### config.mk
export PLATFORM = sky130hd
export DESIGN_NAME = alu_result_sink
export DESIGN_NICKNAME = d
export VERILOG_FILES = /design/src/rtl/alu_pkg.sv /design/src/rtl/alu_err_counter.sv /design/src/rtl/alu_result_sink.sv
export SDC_FILE = /design/constraint.sdc
export NUM_CORES = 1
export LEC_CHECK = 0
export ABC_CLOCK_PERIOD_IN_PS = 1840
export CORE_MARGIN = 2
export CORE_UTILIZATION = 40
export DETAILED_ROUTE_END_ITERATION = 10
export MAX_ROUTING_LAYER = met4
export PLACE_DENSITY = 0.67
export SLEW_MARGIN = 5
export SYNTH_ARGS = -nofsm -noshare
export SYNTH_HDL_FRONTEND = slang
export SYNTH_HIERARCHICAL = 1
export SYNTH_SLANG_ARGS = --single-unit
export TNS_END_PERCENT = 1
### constraint.sdc
create_clock -name i_clk -period 1.84 [get_ports i_clk]
set_input_delay 0.46 -clock i_clk [delete_from_list [all_inputs] [get_ports i_clk]]
set_output_delay 0.46 -clock i_clk [all_outputs]
set_load 0.02 [all_outputs]
### src/rtl/alu_pkg.sv
// Shared types and constants for the ALU result path.
// Latency: n/a (package only).
// Backpressure: n/a (package only).
package alu_pkg;

    // Result width of the op units feeding the sink.
    localparam int ALU_K = 8;

    localparam logic [3:0] STATUS_OK  = 4'b0000;
    localparam logic [3:0] STATUS_OVF = 4'b1001;
    localparam int STATUS_ERR_BIT = 3;

    // Buffer occupancy: 0, 1 or 2 entries.
    typedef enum logic [1:0] {
        EMPTY = 2'd0,
        ONE   = 2'd1,
        FULL  = 2'd2
    } sink_state_t;

    typedef struct packed {
        logic [ALU_K-1:0] res;
        logic [3:0]       st;
    } alu_entry_t;

    // True when the op unit flagged an error; its result is then unreliable.
    function automatic logic is_err(input logic [3:0] st);
        return st[STATUS_ERR_BIT];
    endfunction

endpackage

### src/rtl/alu_err_counter.sv
// Saturating event counter with synchronous clear.
// Latency: cnt reflects inc/clr one cycle after the edge that samples them.
// Backpressure: none; inc is counted every cycle it is high until saturation.
//
// Ports:
//   i_clk  clock, rising edge
//   i_rst  synchronous reset, active-high
//   inc    count one event this cycle
//   clr    clear to zero; takes priority over inc
//   cnt    current count, sticks at all-ones
module alu_err_counter #(
    parameter int CNT_W = 8
) (
    input  logic             i_clk,
    input  logic             i_rst,
    input  logic             inc,
    input  logic             clr,
    output logic [CNT_W-1:0] cnt
);

    always_ff @(posedge i_clk) begin
        if (i_rst || clr) begin
            cnt <= '0;
        end else if (inc && (cnt != {CNT_W{1'b1}})) begin
            cnt <= cnt + CNT_W'(1);
        end
    end

endmodule

### src/rtl/alu_result_sink.sv
// Consumer of op-unit results: captures, sanitises, buffers two entries, tracks errors.
// Latency: an entry pushed at edge N is presented on o_result/o_status after edge N.
// Backpressure: o_ready drops while two entries are held; it is a decode of registered state only.
//
// Ports:
//   i_clk, i_rst                 clock and synchronous active-high reset
//   cache_result, cache_status   op-unit result/status pair, valid with i_valid
//   i_valid / o_ready            upstream handshake (push = i_valid & o_ready)
//   o_result, o_status, o_valid  head entry towards downstream
//   i_ready                      downstream accepts head (pop = o_valid & i_ready)
//   i_clr_err                    clears sticky error flag and error count
//   o_err_sticky, o_err_cnt      error tracking over accepted entries
module alu_result_sink
    import alu_pkg::*;
#(
    parameter int K     = ALU_K,
    parameter int DEPTH = 2,
    parameter int CNT_W = 8
) (
    input  logic             i_clk,
    input  logic             i_rst,
    input  logic [K-1:0]     cache_result,
    input  logic [3:0]       cache_status,
    input  logic             i_valid,
    output logic             o_ready,
    output logic [K-1:0]     o_result,
    output logic [3:0]       o_status,
    output logic             o_valid,
    input  logic             i_ready,
    input  logic             i_clr_err,
    output logic             o_err_sticky,
    output logic [CNT_W-1:0] o_err_cnt
);

    sink_state_t state_q;
    alu_entry_t  slot_q [DEPTH];
    alu_entry_t  in_entry;
    logic        push;
    logic        pop;
    logic        err_push;

    // An erroring op unit may drive X on its result; store a clean zero
    // instead so nothing unknown ever reaches the downstream datapath.
    always_comb begin
        in_entry     = '0;
        in_entry.res = is_err(cache_status) ? '0 : cache_result;
        in_entry.st  = cache_status;
    end

    assign o_valid  = (state_q != EMPTY);
    assign o_ready  = (state_q != FULL);
    assign push     = i_valid & o_ready;
    assign pop      = o_valid & i_ready;
    assign err_push = push & is_err(cache_status);

    // Head is always slot 0, so the outputs come straight from a register
    // and simply hold their last value once the buffer drains.
    assign o_result = slot_q[0].res;
    assign o_status = slot_q[0].st;

    always_ff @(posedge i_clk) begin
        if (i_rst) begin
            state_q <= EMPTY;
            for (int i = 0; i < DEPTH; i++) begin
                slot_q[i] <= '0;
            end
        end else begin
            case (state_q)
                EMPTY: begin
                    if (push) begin
                        slot_q[0] <= in_entry;
                        state_q   <= ONE;
                    end
                end
                ONE: begin
                    if (push && pop) begin
                        // Head leaves and the new entry takes its place.
                        slot_q[0] <= in_entry;
                    end else if (push) begin
                        slot_q[1] <= in_entry;
                        state_q   <= FULL;
                    end else if (pop) begin
                        state_q <= EMPTY;
                    end
                end
                FULL: begin
                    // o_ready is low here, so only a pop can happen.
                    if (pop) begin
                        slot_q[0] <= slot_q[1];
                        state_q   <= ONE;
                    end
                end
                default: begin
                    state_q <= EMPTY;
                end
            endcase
        end
    end

    // Clear beats a coincident error push; the entry itself is still buffered.
    always_ff @(posedge i_clk) begin
        if (i_rst || i_clr_err) begin
            o_err_sticky <= 1'b0;
        end else if (err_push) begin
            o_err_sticky <= 1'b1;
        end
    end

    alu_err_counter #(
        .CNT_W (CNT_W)
    ) u_err_counter (
        .i_clk (i_clk),
        .i_rst (i_rst),
        .inc   (err_push),
        .clr   (i_clr_err),
        .cnt   (o_err_cnt)
    );

endmodule

# --- After elaboration in Yosys (flattened, before gate mapping) ---
# Memories as Yosys holds them, arrays and structs flattened.
# Index checks and enable logic that the tools add are counted.
# W data, S select, Z words.
classes:
  addsub: 1
  eq_ne: 8
  mux: 29
  bitwise: 7
  n_reduce_logical: 6
ops:
  columns: ["op", "count"]
  rows:
  - ["$mux W12", 4]
  - ["$mux W1", 18]
  - ["$mux W2", 5]
  - ["$add A8 B1 Y8 const B", 1]
  - ["$mux W8", 1]
  - ["$ne A2 B2 Y1 const B", 4]
  - ["$ne A8 B8 Y1 const B", 1]
  - ["$pmux W2 S3", 1]
  - ["$or A1 B1 Y1", 4]
  - ["$reduce_and A4 Y1", 1]
  - ["$and A1 B1 Y1", 3]
  - ["$ne A3 B3 Y1 const B", 1]
  - ["$eq A2 B1 Y1 const B", 1]
  - ["$eq A2 B2 Y1 const B", 1]
  - ["$logic_and A1 B1 Y1", 2]
  - ["$logic_not A2 Y1", 1]
  - ["$reduce_bool A2 Y1", 1]
  - ["$logic_or A1 B1 Y1", 1]
word_totals:
  ff_bits: 11
  ram_bits: 24
  out_inout_bits: 23
  word_cells: 55
  memories: 1
memory_table:
  columns: ["name", "depth", "word_bits", "rd", "rd_ports_with_merged_regs", "write_ports", "line", "rtl"]
  rows:
  - ["slot_q", 2, 12, 2, 0, 2, "alu_result_sink.sv:36", "alu_entry_t slot_q [DEPTH];"]

# --- Depth between registers and ports, before layout ---
logic_depth:
  depth_word: 9
  mapped_depth: 5

# --- Hierarchy ---
# Netlist, hierarchy kept.
by_module_without_submodules:
  columns: ["mod", "instances", "cells_per_inst", "area_each_um2", "seq_area_each_um2"]
  rows:
  - ["alu_result_sink", 1, 74, 1123.6, 780.7]
  - ["alu_err_counter", 1, 48, 421.7, 160.2]

# --- Worst setup path before layout ---
# Ideal clock, no wire load.
synth_path:
  kind: "register to register"
  startpoint: "reg state_q[0]"
  endpoint: "reg u_err_counter.cnt[6]"
  setup_ns: 0.115
  arrival_time_ns: 1.626
  required_ns: 1.725
  setup_slack_ns: 0.098
  stages_incl_launch_ff: 6
  n_path_buf: 0
  path_cell_list: "dfxtp_1 -> nand2b_1 -> and3_1 -> nand3_1 -> or4_1 -> and3_1"
synth_between:
  elab_chain_cells: 4
synth_rtl:
  columns: ["item", "line", "rtl"]
  rows:
  - ["start, declared", "alu_result_sink.sv:35", "sink_state_t state_q;"]
  - ["start signal, assigned", "alu_result_sink.sv:63", "state_q <= EMPTY;"]
  - ["start signal, assigned", "alu_result_sink.sv:72", "state_q <= ONE;"]
  - ["start signal, assigned", "alu_result_sink.sv:81", "state_q <= FULL;"]
  - ["$ne A2 B2 Y1", "alu_result_sink.sv:51", "assign o_ready = (state_q != FULL);"]
  - ["named net o_ready", "alu_result_sink.sv:25", "output logic o_ready,"]
  - ["$and A1 B1 Y1", "alu_result_sink.sv:52", "assign push = i_valid & o_ready;"]
  - ["$and A1 B1 Y1", "alu_result_sink.sv:54", "assign err_push = push & is_err(cache_status);"]
  - ["named net err_push", "alu_result_sink.sv:40", "logic err_push;"]
  - ["$logic_and A1 B1 Y1", "alu_err_counter.sv:24", "end else if (inc && (cnt != {CNT_W{1'b1}})) begin"]
  - ["end signal, assigned", "alu_err_counter.sv:25", "cnt <= cnt + CNT_W'(1);"]
  - ["end, declared", "alu_err_counter.sv:18", "output logic [CNT_W-1:0] cnt"]
# The timed path passes the listed nets, and every way through them passes these cells.
# A chain may end at the register's enable or synchronous reset.

# --- Worst setup path in the final report ---
layout_path:
  startpoint: "reg state_q[0]"
  endpoint: "reg u_err_counter.cnt[6]"
layout_between:
  elab_chain_cells: 4
layout_rtl:
  columns: ["item", "line"]
  rows:
  - ["$ne A2 B2 Y1", "alu_result_sink.sv:51"]
  - ["$and A1 B1 Y1", "alu_result_sink.sv:52"]
  - ["$and A1 B1 Y1", "alu_result_sink.sv:54"]
  - ["named net err_push", "alu_result_sink.sv:40"]
  - ["$logic_and A1 B1 Y1", "alu_err_counter.sv:24"]
# The timed path passes the listed nets, and every way through them passes these cells.

==> out/qor.csv <==
metric,value,unit
Setup crit start kind,flop,
HP Start,o_err_sticky,
Core Area,3690,um2
largest net degree at the start of global routing,17,
Core Rows,22,
Comb power frac,0.124,
crit-path max cell delay,0.45,ns
path type of the worst setup path,flop to flop,
Max Fclk,556,MHz
RD Place Congestion,0.799,
hpwl dp,2340,um
FF-to-FF End,u_err_counter/cnt[6],
Crit path top cell by count,and3_1,
Worst VDD drop,0.000521,V
status,finished clean,
register area share after synthesis,0.609,
GRT Util Overall,0.165,
Area Growth Syn to Fin,44.0,%
clk_lat worst skew,0.29,ns
Reg power frac,0.496,
antenna violations before repair,0,
first-pass iteration count of the detailed router,2,
Pwr Total,1810,uW
Initial Util,0.419,
Vias,1157,
"Slowest-stage cell, CP",dfxtp_1,
placed instance area,2100,um2
minimum clock period after layout,1.80,ns
hold path endpoint,o_err_sticky,
"Hold Violations, Final",0,
max-cap viol count,0,
CP max FO,7,
Setup Skew,0.00597,ns
PD cells,815,nW/um2
final setup fails,0,
DRT iter0 DRCs,48,
die height,66.2,um
H-tree Lvls,2,
CTS tree,built,
antenna-violating nets left,0,
post-synthesis cell type count,40,
cell-internal power,1410,uW
hold depth,1,
Crit path required time,2.02,ns
Synth Cell Area,1550,um2
total CTS buffers,5,
setup tns final,0,ns
worst hold path type,flop to flop,
CP Data Arrival Time,1.98,ns
global-route wire length before repair,5200,um
Slew HR,0.683,
worst r2r src,state_q[0],
Die ar.,4380,um2
root buf cell,clkbuf_8,
Layout Utilization,0.603,
Clk pwr share,0.380,
Mapped Avg Cell Area,12.7,um2
Synth Warn #,6,
Final nets,196,
I/O pin count,40,
GRT overflow,0,
clock-pin transition on the worst setup and hold timing paths,0.07,ns
vias in the first global route,1139,
drt wl/cell,14.5,um
Leakage,0.000923,uW
clk buf depth,2,
Syn Nets,140,
Tcrit/Tclk final,0.977,
CP cell instances,"nand2b_2, and3_1, nand3_1, or4_1, and3_1",
worst r2r path cells,5,
crit end category,flop,
worst reg2reg setup slack,0.04,ns
ant diodes,0,
buffers added on ports,39,
share of cells above drive strength 1,0.179,
cell count after placement,219,
Remaining DRCs,0,
Finished Cell Area,2220,um2
Seq cells post-synth,35,
Die Span X,66.2,um
DRT Wirelength,3300,um
fill count,329,
drt via density,5.10,
Post-Syn Instances,122,
switching pwr,401,uW
# clock sinks,35,
Slew @ Worst Pin,0.474,ns
Sw Ratio,0.221,
"non-filler cells, final",227,
"Slew Viols, Final",0,
==> critical path, delay by kind of cell (launching register included) <==
| family | cells | cell delay, ns |
|---|---|---|
| simple gates | 5 | 1.25 |
| flops | 1 | 0.45 |
==> area by class of cell <==
type	instances	area [um2]	area share
sequential	35	941	0.423
inverter	3	11.3	0.00506
clock buffer	5	68.8	0.0309
clock inverter	3	43.8	0.0197
timing repair buffer	53	534	0.240
multi-input combinational	80	566	0.254
tap	48	60.1	0.0270
==> synthesized netlist by cell type <==
cell type / number / area share
a22o_1: 8 / 0.045
nand4_1: 2 / 0.0081
or3_1: 2 / 0.0081
a21oi_1: 6 / 0.019
o2111ai_1: 1 / 0.0057
and3_1: 3 / 0.012
o21a_1: 1 / 0.0049
edfxtp_1: 24 / 0.47
mux2i_1: 4 / 0.026
nor4_1: 1 / 0.0041
and2_1: 12 / 0.049
buf_6: 1 / 0.0073
and4_1: 1 / 0.0057
ha_1: 1 / 0.0081
nand3_1: 2 / 0.0065
nor3b_2: 1 / 0.0081
o32a_1: 1 / 0.0065
buf_2: 2 / 0.0065
nor2_1: 2 / 0.0049
nand2b_1: 2 / 0.0081
a21o_1: 4 / 0.019
or4_1: 1 / 0.0049
a21boi_0: 1 / 0.0049
o211ai_1: 1 / 0.0049
a21boi_2: 1 / 0.0073
and4_2: 1 / 0.0065
a211oi_1: 1 / 0.0049
buf_8: 1 / 0.0097
nor2b_1: 1 / 0.0041
inv_1: 3 / 0.0073
a31o_2: 1 / 0.0057
or3_2: 1 / 0.0049
or2_2: 1 / 0.0041
o21ai_0: 1 / 0.0032
and3b_1: 2 / 0.011
dfxtp_1: 11 / 0.14
nor3_2: 1 / 0.0065
nor2b_4: 1 / 0.0089
and2_2: 1 / 0.0049
nand2_1: 10 / 0.024
==> layer usage <==
metal	up-vias	GRT usage	share of wire
li1	568	-	-
met1	549	0.198	0.44
met2	33	0.255	0.49
met3	7	0.0545	0.051
met4	0	0.0740	0.026
met5	-	-	0
==> registers in the layout, summed over array words and instances, names as in the netlist <==
register / count
slot_q: 24
state_q: 2
u_err_counter/cnt: 8
o_err_sticky: 1
==> how the worst max path moves through the flow <==
stage                               from                   end  slack, ns  cells past startpoint
floorplan                     state_q[0]  u_err_counter/cnt[6]        0.1                      5
global placement         cache_status[3]  u_err_counter/cnt[6]      -0.18                      5
detailed placement               i_ready          slot_q[0][4]      -0.25                      4
CTS                 u_err_counter/cnt[2]          o_err_cnt[2]       0.01                      1
global route                  state_q[0]  u_err_counter/cnt[6]     -0.002                      5
finish                        state_q[0]  u_err_counter/cnt[6]       0.04                      5
==> repair_timing <==
action	4_1_cts	5_1_grt
gates resized for setup	3	5
endpoints found under the setup margin	3	6
hold buffers	0	0
buffers inserted	0	0
==> stage by stage <==
step           hold WS, ns  setup WS, ns
3_5_place_dp         0.458        -0.250
4_1_cts              0.481        0.0108
6_report             0.472        0.0427
3_3_place_gp         0.458        -0.182
5_1_grt              0.499      -0.00157
2_1_floorplan        0.489        0.0984
==> logic make-up after synthesis <==
logic type,synth area share
AOI/OAI and AO/OA,0.132
adders and majority gates,0.00810
buffers and inverters,0.0308
DFF,0.609
muxes,0.0259
and+or+nand+nor,0.194
==> power by group through the flow <==
stage / clock network [uW] / logic [uW] / registers [uW]
global route: 748 / 239 / 902
floorplan: 0 / 60.2 / 945
CTS: 708 / 224 / 899
global placement: 0 / 220 / 915
detailed placement: 0 / 225 / 918
finish: 689 / 224 / 899
==> layout by cell type, fill, tap and decap left out, types with 2 or more instances in the layout <==
master,netlist,routed
clkdlybuf4s50_1,0,34
edfxtp_1,24,24
and2_1,12,12
dfxtp_1,11,11
buf_4,0,11
nand2_1,10,10
a22o_1,8,8
a21oi_1,6,6
clkbuf_8,0,5
a21o_1,4,4
mux2i_1,4,4
and3_1,3,3
inv_1,3,3
dlygate4sd2_1,0,3
buf_12,0,3
nor2_1,2,2
dlymetal6s2s_1,0,2
nand3_1,2,2
or3_1,2,2
and3b_1,2,2
nand4_1,2,2
Power figures use the tool's default switching activity.
